### src/rtl/cp0_wb.sv
// Writeback-stage coprocessor 0: SR, Cause, EPC and PRId with interrupt/exception
// entry, eret return and mtc0/mfc0 access.
module cp0_wb (
  input  logic        clk,
  input  logic        rst_n,
  input  logic        EN,
  input  logic [31:2] PC_in,
  input  logic [6:2]  ExcCode_in,
  input  logic        BD_in,
  input  logic        eret_in,
  input  logic        mtc0_in,
  input  logic        mfc0_in,
  input  logic [4:0]  CP0_RD_in,
  input  logic [31:0] CP0_Wdata_in,
  input  logic [7:2]  HWInt,
  output logic [31:0] Rdata_out,
  output logic        Flush_out,
  output logic [31:2] NPC_out,
  output logic [31:2] EPC_out
);

  localparam logic [4:0]  REG_SR     = 5'd12;
  localparam logic [4:0]  REG_CAUSE  = 5'd13;
  localparam logic [4:0]  REG_EPC    = 5'd14;
  localparam logic [4:0]  REG_PRID   = 5'd15;
  localparam logic [31:0] PRID_VAL   = 32'h0000_4D50;
  localparam logic [29:0] HANDLER_PC = 30'h0000_1060;
  localparam logic [29:0] EPC_RESET  = 30'h0000_0C00;

  logic [5:0]  sr_im_r;
  logic        sr_exl_r;
  logic        sr_ie_r;
  logic        cause_bd_r;
  logic [5:0]  cause_ip_r;
  logic [4:0]  cause_exc_r;
  logic [29:0] epc_r;

  logic int_req_s;
  logic exc_s;
  logic entry_s;
  logic eret_s;
  logic mtc0_s;
  logic unused_s;

  // mfc0 only selects Rdata_out, which is always driven; the flag itself has no effect.
  assign unused_s = mfc0_in;

  assign int_req_s = (|(HWInt & sr_im_r)) & sr_ie_r & ~sr_exl_r;
  assign exc_s     = (ExcCode_in != 5'd0);
  assign entry_s   = EN & (int_req_s | exc_s);
  assign eret_s    = EN & ~entry_s & eret_in;
  assign mtc0_s    = EN & ~entry_s & ~eret_in & mtc0_in;
  assign EPC_out   = epc_r;

  // Zero-latency redirect; forced quiet while reset is held.
  always_comb begin
    Flush_out = 1'b0;
    NPC_out   = 30'h0000_0000;
    if (!rst_n) begin
      Flush_out = 1'b0;
      NPC_out   = 30'h0000_0000;
    end else if (entry_s) begin
      Flush_out = 1'b1;
      NPC_out   = HANDLER_PC;
    end else if (eret_s) begin
      Flush_out = 1'b1;
      NPC_out   = epc_r;
    end else begin
      Flush_out = 1'b0;
      NPC_out   = 30'h0000_0000;
    end
  end

  // CP0 register read mux.
  always_comb begin
    Rdata_out = 32'h0000_0000;
    case (CP0_RD_in)
      REG_SR:    Rdata_out = {16'h0000, sr_im_r, 8'h00, sr_exl_r, sr_ie_r};
      REG_CAUSE: Rdata_out = {cause_bd_r, 15'h0000, cause_ip_r, 3'b000, cause_exc_r, 2'b00};
      REG_EPC:   Rdata_out = {epc_r, 2'b00};
      REG_PRID:  Rdata_out = PRID_VAL;
      default:   Rdata_out = 32'h0000_0000;
    endcase
  end

  // Architectural state update; Cause.IP tracks HWInt even when stalled.
  always_ff @(posedge clk or negedge rst_n) begin
    if (!rst_n) begin
      sr_im_r     <= 6'd0;
      sr_exl_r    <= 1'b0;
      sr_ie_r     <= 1'b0;
      cause_bd_r  <= 1'b0;
      cause_ip_r  <= 6'd0;
      cause_exc_r <= 5'd0;
      epc_r       <= EPC_RESET;
    end else begin
      cause_ip_r <= HWInt;
      if (entry_s) begin
        sr_exl_r    <= 1'b1;
        cause_bd_r  <= BD_in;
        cause_exc_r <= int_req_s ? 5'd0 : ExcCode_in;
        epc_r       <= BD_in ? (PC_in - 30'd1) : PC_in;
      end else if (eret_s) begin
        sr_exl_r <= 1'b0;
      end else if (mtc0_s) begin
        case (CP0_RD_in)
          REG_SR: begin
            sr_im_r  <= CP0_Wdata_in[15:10];
            sr_exl_r <= CP0_Wdata_in[1];
            sr_ie_r  <= CP0_Wdata_in[0];
          end
          REG_EPC: epc_r <= CP0_Wdata_in[31:2];
          default: ;
        endcase
      end
    end
  end

endmodule

### config.mk
export PLATFORM = sky130hd
export DESIGN_NAME = cp0_wb
export DESIGN_NICKNAME = d
export VERILOG_FILES = /design/src/rtl/cp0_wb.sv
export SDC_FILE = /design/constraint.sdc
export NUM_CORES = 1
export LEC_CHECK = 0
export ABC_AREA = 1
export CORE_ASPECT_RATIO = 2
export CORE_UTILIZATION = 45
export DETAILED_ROUTE_END_ITERATION = 16
export PLACE_DENSITY = 0.88
export SLEW_MARGIN = 20
export SYNTH_ARGS = -nofsm -noshare
export SYNTH_HDL_FRONTEND = slang
export SYNTH_SLANG_ARGS = --single-unit
export TNS_END_PERCENT = 100
### constraint.sdc
create_clock -name clk -period 3.2 [get_ports clk]
set_input_delay 0.64 -clock clk [delete_from_list [all_inputs] [get_ports clk]]
set_output_delay 0.64 -clock clk [all_outputs]
set_load 0.01 [all_outputs]
==> results of run 1 <==
==> power breakdown <==
group          switching (mW)  total [mW]  internal (mW)
Clock                   0.217       0.527          0.310
Combinational           0.284       0.543          0.259
Sequential             0.0402       0.730          0.690
Total                   0.541        1.80           1.26
==> layer usage <==
layer	part of all wire, %	vias to the layer above
li1	-	2176
met1	35	2134
met2	55	202
met3	3.8	55
met4	6.8	0
met5	0	-
==> kinds of logic after synthesis <==
| family | share of synthesized area, % |
|---|---|
| AO/OA/AOI/OAI | 11.0 |
| XOR/XNOR | 3.22 |
| buffers and inverters | 12.8 |
| AND/OR/NAND/NOR | 39.8 |
| flip-flops | 32.9 |
| adder cells (fa/ha/maj) | 0.329 |
==> worst min-delay path by stage <==
stage	to	slack [ns]	cells past startpoint
after CTS	sr_exl_r$_DFFE_PN0P_	0.50	2
after global placement	EPC_out[17]$_DFFE_PN0P_	0.49	2
final	sr_exl_r$_DFFE_PN0P_	0.48	2
after detailed placement	cause_bd_r$_DFFE_PN0N_	0.50	2
after floorplan	EPC_out[10]$_DFFE_PN0P_	0.34	0
after global routing	sr_exl_r$_DFFE_PN0P_	0.53	2
==> through the flow <==
step / instances / setup TNS (ns) / hold WS (ns) / setup slack [ns]
finish: 857 / 0 / 0.482 / 0.0573
global route: 857 / 0 / 0.531 / 0.00326
CTS: 857 / 0 / 0.499 / 0.0116
detailed placement: 849 / -1.64 / 0.498 / -0.0954
global placement: 849 / -0.513 / 0.488 / -0.0506
floorplan: 582 / 0 / 0.344 / 0.846
==> area by class of cell <==
type                    count  area, sq um  area share, %
inverters                  87          327           5.66
well taps                  98          123           2.13
multi-input cells         424         2070           35.9
flip-flops and latches     50         1250           21.7
clock inverters             1         5.00         0.0868
clock buffers               7          143           2.47
repair buffers            190         1850           32.0
==> flip-flops by register name, summed over array words and instances (netlist names) <==
register and flops:
EPC_out 30, cause_ip_r 6, sr_im_r 6, cause_exc_r 5, cause_bd_r 1, sr_exl_r 1
sr_ie_r 1
==> repair_timing <==
| item | in CTS | in global routing |
|---|---|---|
| resized for setup | 30 | 5 |
| pin swaps | 0 | 1 |
| endpoints found under the setup margin | 30 | 4 |
==> cells in the final DEF, fill, tap and decap left out, types with 13 or more instances in the layout <==
cell type and instances:
o21ai_0 28, nor3_1 33, dlygate4sd2_1 30, inv_1 80, buf_4 13, o21ai_1 15
nand2_1 173, nand2_2 14, clkdlybuf4s50_1 141, nand3_1 31, nor2_1 62, dfrtp_1 48
==> insert_results.sql, run 1 <==
INSERT INTO impl_metrics (metric_group, metric, value, unit) VALUES
('route', 'postRouteAntennaNets', '0', ''),
('clock_network', 'tritoncts.num_buffers', '5', ''),
('final_layout', 'drive_gt1_share', '9.22', '%'),
('placed_design', 'detailed_place_hpwl', '11.1', 'mm'),
('timing', 'rsz0062_at_grt', 'false', ''),
('placed_design', 'buffer_ports.inserted', '176', ''),
('floorplanning', 'start_util', '46.2', '%'),
('timing', 'relative_slew_margins', '58.8', '%'),
('placed_design', 'finalWeightedCongestion', '0.923', ''),
('hold_path', 'hold_path_class', 'input port to async pin', ''),
('setup_path', 'crit_path_start', 'CP0_RD_in[3]', ''),
('global_routing', 'gr-usage-met1', '33.1', '%'),
('power_and_ir_drop', 'total_power', '1.80', 'mW'),
('logic_synthesis', 'synth.ff_latch_count', '50', ''),
('setup_path', 'crit-reg2reg-launch', 'sr_im_r[5]$_DFFE_PN0P_', ''),
('setup_path', 'worst_ep_required_time', '2.56', 'ns'),
('placed_design', 'place_area', '5640', 'sq um'),
('global_routing', 'grt_start_max_net_pins', '51', ''),
('setup_path', 'cpMaxStageDelayCell', 'clkdlybuf4s50_1', ''),
('logic_synthesis', 'yosys.area.top_type', 'dfrtp_1', ''),
('job', 'cap_violations', '0', ''),
('clock_network', 'postCtsSetupRepairBufs', '0', ''),
('setup_path', 'worst_r2r_path_depth', '13', ''),
('timing', 'final-max-slew-violation-count', '0', ''),
('logic_synthesis', 'netlist.area_leader.share', '31.6', '%'),
('floorplanning', 'core-area', '8230', 'sq um'),
('clock_network', 'tritoncts', 'built', ''),
('setup_path', 'timing.critical_path.cells', 'clkdlybuf4s50_1 -> nand2_1 -> nor2_1 -> nand2_1 -> inv_1 -> nand2_1 -> o2111ai_1 -> clkdlybuf4s50_1', ''),
('setup_path', 'worst_ep_arrival_time', '2.50', 'ns'),
('power_and_ir_drop', 'power_leakage', '2.85', 'nW'),
('global_routing', 'grt_use_total', '32.1', '%'),
('final_layout', 'area_delta_synth_final', '51.5', '%'),
('global_routing', 'overflow', '0', ''),
('route', 'remaining_drcs', '0', ''),
('power_and_ir_drop', 'vdd_drop_max', '0.000202', 'V'),
('logic_synthesis', 'synth_enable_flop_cells', '0', ''),
('global_routing', 'grtUsageMet2', '58.5', '%'),
('setup_path', 'worst-path-stages', '8', ''),
('floorplanning', 'die_x', '67.0', 'microns'),
('global_routing', 'top_usage_layer_grt', 'met2', ''),
('route', 'vias_after_detailed_routing', '4567', ''),
('logic_synthesis', 'ys_dominant_reg_cell', 'dfrtp_1', ''),
('timing', 'setup_violations_final', '0', ''),
('final_layout', 'finalInstanceArea', '5770', 'sq um'),
('timing', 'period_share', '98.2', '%'),
('timing', 'timing.final.crit_period', '3.14', 'ns'),
('run_status', 'run_status', 'complete, no violations', ''),
('logic_synthesis', 'net_count_synth', '668', ''),
('logic_synthesis', 'synth-warning-count', '0', ''),
('logic_synthesis', 'synth_area', '3800', 'sq um'),
('floorplanning', 'floorplan.io_pins', '178', ''),
('global_routing', 'grt_use_met3', '2.34', '%'),
('timing', 'fin_skew', '0.00146', 'ns'),
('global_routing', 'first_global_vias', '4466', ''),
('setup_path', 'cpLargestDelayFamily', 'buffers and inverters', ''),
('setup_path', 'worst_setup_endpoint', 'Rdata_out[11]', ''),
('timing', 'max_freq', '0.318', 'GHz'),
('timing', 'report.final.hold_viol_count', '0', ''),
('setup_path', 'timing.critical_path.mode_cell', 'nand2_1', ''),
('global_routing', 'antenna_found_initial', '0', ''),
('logic_synthesis', 'avgSynthCellArea', '6.54', 'sq um'),
('final_layout', 'fin_nets', '844', ''),
('clock_network', 'cts_buffer_depth', '2', ''),
('setup_path', 'cp_slowest_stage_delay', '0.57', 'ns'),
('route', 'drtIter0Drc', '285', ''),
('clock_network', 'clockRootBuffer', 'clkbuf_16', ''),
('final_layout', 'final_core_util', '70.0', '%'),
('setup_path', 'startpoint_type', 'input port', ''),
('logic_synthesis', 'yosys-top-cells-area', 'dfrtp_1 (32%), nand2_1 (17%), inv_1 (7.9%)', ''),
('setup_path', 'critPathBufInv', '3', ''),
('global_routing', 'global_route_wire_length_before_repair', '21.3', 'mm');
No activity file was read; power rests on OpenSTA's default activity.
==> run 2: changes to the inputs <==
--- a/config.mk
+++ b/config.mk
@@ -10,6 +10,7 @@
 export CORE_UTILIZATION = 45
 export DETAILED_ROUTE_END_ITERATION = 16
 export PLACE_DENSITY = 0.88
+export REMOVE_ABC_BUFFERS = 1
 export SLEW_MARGIN = 20
 export SYNTH_ARGS = -nofsm -noshare
 export SYNTH_HDL_FRONTEND = slang
==> run 2 against run 1 <==
Effect of this change: global-route usage shrank 0.085 points; via count fell by 0.92%; highest routed layer unchanged; routed wire length is 2.4% lower; largest power group unchanged; largest cell class unchanged; utilization grew 0.71 points.
==> insert_results.sql, run 2 (same netlist as run 1, synthesis figures left out) <==
INSERT INTO impl_metrics (metric_group, metric, value, unit) VALUES
('final_layout', 'largest_register_ffs', '30', ''),
('timing', 'tightest_slew', '0.655', 'ns'),
('global_routing', 'overflow', '0', ''),
('route', 'remaining_drcs', '0', ''),
('clock_network', 'clock_latency_at_the_later_pin_of_the_worst_skew_pair', '0.30', 'ns'),
('setup_path', 'path_max_fanout', '3', ''),
('clock_network', 'clock_sink_count', '50', ''),
('route', 'vias_after_detailed_routing', '4525', ''),
('placed_design', 'finalWeightedCongestion', '0.910', ''),
('clock_network', 'tritoncts.num_buffers', '5', ''),
('global_routing', 'grt_use_total', '32.0', '%'),
('clock_network', 'cts_buffer_depth', '2', ''),
('final_layout', 'fin_nets', '850', ''),
('floorplanning', 'design.die.area', '8850', 'sq um'),
('setup_path', 'worst_ep_required_time', '2.56', 'ns'),
('global_routing', 'first_global_vias', '4442', ''),
('clock_network', 'clockRootBuffer', 'clkbuf_16', ''),
('run_status', 'run_status', 'complete, no violations', ''),
('setup_path', 'timing.setup.critical_path_class', 'input port to output port', ''),
('final_layout', 'final_core_util', '70.7', '%'),
('placed_design', 'detailed_place_hpwl', '10.9', 'mm'),
('setup_path', 'worst_ep_arrival_time', '2.48', 'ns'),
('final_layout', 'antenna-diode-count', '0', ''),
('floorplanning', 'rows', '47', ''),
('power_and_ir_drop', 'power.density', '325', 'nW/um^2'),
('floorplanning', 'core-area', '8230', 'sq um'),
('timing', 'setup_violations_final', '0', ''),
('global_routing', 'grt_start_max_net_pins', '51', ''),
('timing', 'timing.final.crit_period', '3.12', 'ns'),
('final_layout', 'most_frequent_standard_cell_in_the_layout_excluding_fill_and_tap_cells', 'nand2_1', ''),
('floorplanning', 'floorplan.die.height', '132', 'microns'),
('timing', 'worst_slack', '0.0784', 'ns'),
('floorplanning', 'die_x', '67.0', 'microns'),
('route', 'drtIter0Drc', '323', ''),
('timing', 'report.final.hold_viol_count', '0', ''),
('route', 'postRouteAntennaNets', '0', ''),
('clock_network', 'postCtsSetupRepairBufs', '0', ''),
('global_routing', 'antenna_found_initial', '0', ''),
('clock_network', 'hold_fix_buffer_count_after_cts', '0', ''),
('timing', 'max_freq', '0.320', 'GHz'),
('route', 'route.detailed.vias_per_inst', '5.24', ''),
('hold_path', 'hold_path_class', 'input port to async pin', ''),
('job', 'cap_violations', '0', ''),
('placed_design', 'buffer_ports.inserted', '176', ''),
('floorplanning', 'floorplan.io_pins', '178', ''),
('final_layout', 'sequential_cell_area', '1250', 'sq um'),
('timing', 'final-max-slew-violation-count', '0', ''),
('final_layout', 'multi_input_comb_area', '2070', 'sq um'),
('final_layout', 'most_frequent_cells_in_the_layout', 'nand2_1 (174), clkdlybuf4s50_1 (143), inv_1 (80), nor2_1 (61), dfrtp_1 (48)', ''),
('power_and_ir_drop', 'vdd_drop_max', '0.000260', 'V'),
('timing', 'rsz0062_at_grt', 'false', ''),
('route', 'wire_per_inst', '15.8', 'microns'),
('route', 'firstDrtPassIters', '5', ''),
('setup_path', 'startpoint_type', 'input port', ''),
('global_routing', 'global_route_wire_length_before_repair', '21.3', 'mm'),
('power_and_ir_drop', 'power_leakage', '2.84', 'nW'),
('clock_network', 'htreeDepth', '2', ''),
('timing', 'period_share', '97.5', '%'),
('clock_network', 'tritoncts', 'built', ''),
('final_layout', 'drive_gt1_share', '10.1', '%'),
('floorplanning', 'start_util', '46.2', '%'),
('final_layout', 'fill_cells', '722', ''),
('setup_path', 'critical_path.endpoint_type', 'output port', ''),
('timing', 'relative_slew_margins', '56.3', '%'),
('clock_network', 'clk_pin_slew_worst_paths', '0.07', 'ns'),
('timing', 'fin_skew', '0.00536', 'ns'),
('final_layout', 'area_delta_synth_final', '53.1', '%'),
('placed_design', 'dpl_worst_slack', '-0.173', 'ns'),
('route', 'routed_wirelength', '13.6', 'mm');
run 2: worst paths after layout:
kind,slack [ns],from,endpoint,depth (start not counted)
setup / recovery,0.08,HWInt[5],NPC_out[14],12
hold / removal,0.48,rst_n,EPC_out[6]$_DFFE_PN0P_,2
setup reg to reg,1.07,sr_im_r[3]$_DFFE_PN0P_,EPC_out[20]$_DFFE_PN0P_,13
hold reg to reg,0.50,EPC_out[25]$_DFFE_PN0P_,EPC_out[25]$_DFFE_PN0P_,2
max in group asynchronous,2.28,rst_n,EPC_out[25]$_DFFE_PN0P_,2
min in group clk,0.50,EPC_out[25]$_DFFE_PN0P_,EPC_out[25]$_DFFE_PN0P_,2
run 2: per-layer routing:
metal | up-vias | GRT usage (%) | share of wire, %
met3 | 36 | 3.37 | 4.6
li1 | 2192 | - | -
met5 | - | 0 | 0
met1 | 2105 | 32.9 | 35
met4 | 0 | 14.2 | 3.9
met2 | 192 | 60.8 | 56
run 2: final cells by class:
class | count | area share [%]
Multi-Input combinational cell | 424 | 35.5
Timing Repair Buffer | 196 | 32.4
Sequential cell | 50 | 21.5
Inverter | 87 | 5.61
Clock buffer | 5 | 2.15
Tap cell | 98 | 2.11
Clock inverter | 3 | 0.752
run 2: power breakdown:
group | total, mW | switching, mW | internal (mW)
combinational | 0.543 | 0.281 | 0.262
sequential | 0.732 | 0.0419 | 0.690
clock | 0.621 | 0.250 | 0.371
total | 1.90 | 0.573 | 1.32
run 2: metrics by stage:
step / total power, mW / hold WS, ns / setup TNS, ns / std cells / cell area [sq um]
2_1_floorplan: 0.955 / 0.344 / 0 / 561 / 3650
3_3_place_gp: 1.27 / 0.475 / -0.650 / 855 / 5690
3_5_place_dp: 1.28 / 0.489 / -4.02 / 855 / 5690
4_1_cts: 1.90 / 0.501 / 0 / 863 / 5820
5_1_grt: 1.98 / 0.540 / 0 / 863 / 5820
6_report: 1.90 / 0.477 / 0 / 863 / 5820
run 2: timing repair:
item,CTS,global route
pin swaps,1,0
gates resized for setup,31,5
endpoints found under the setup margin,31,5
run 2: critical path, cell delays in order:
cell and delay (ns):
clkdlybuf4s50_1 0.50, nand2_1 0.08, nand2_1 0.12, nor2_2 0.06, nand2_2 0.09, nand2_4 0.06, nand2_4 0.10, o21ai_1 0.10
nor2_2 0.17, inv_1 0.10, nor2_1 0.15, dlygate4sd2_1 0.30
==> run 3: changes to the inputs <==
--- a/config.mk
+++ b/config.mk
@@ -11,7 +11,7 @@
 export DETAILED_ROUTE_END_ITERATION = 16
 export PLACE_DENSITY = 0.88
 export REMOVE_ABC_BUFFERS = 1
-export SLEW_MARGIN = 20
+export SLEW_MARGIN = 40
 export SYNTH_ARGS = -nofsm -noshare
 export SYNTH_HDL_FRONTEND = slang
 export SYNTH_SLANG_ARGS = --single-unit
==> results of run 3 <==
No change in the layout: final DEF, timing and power equal those of run 2.
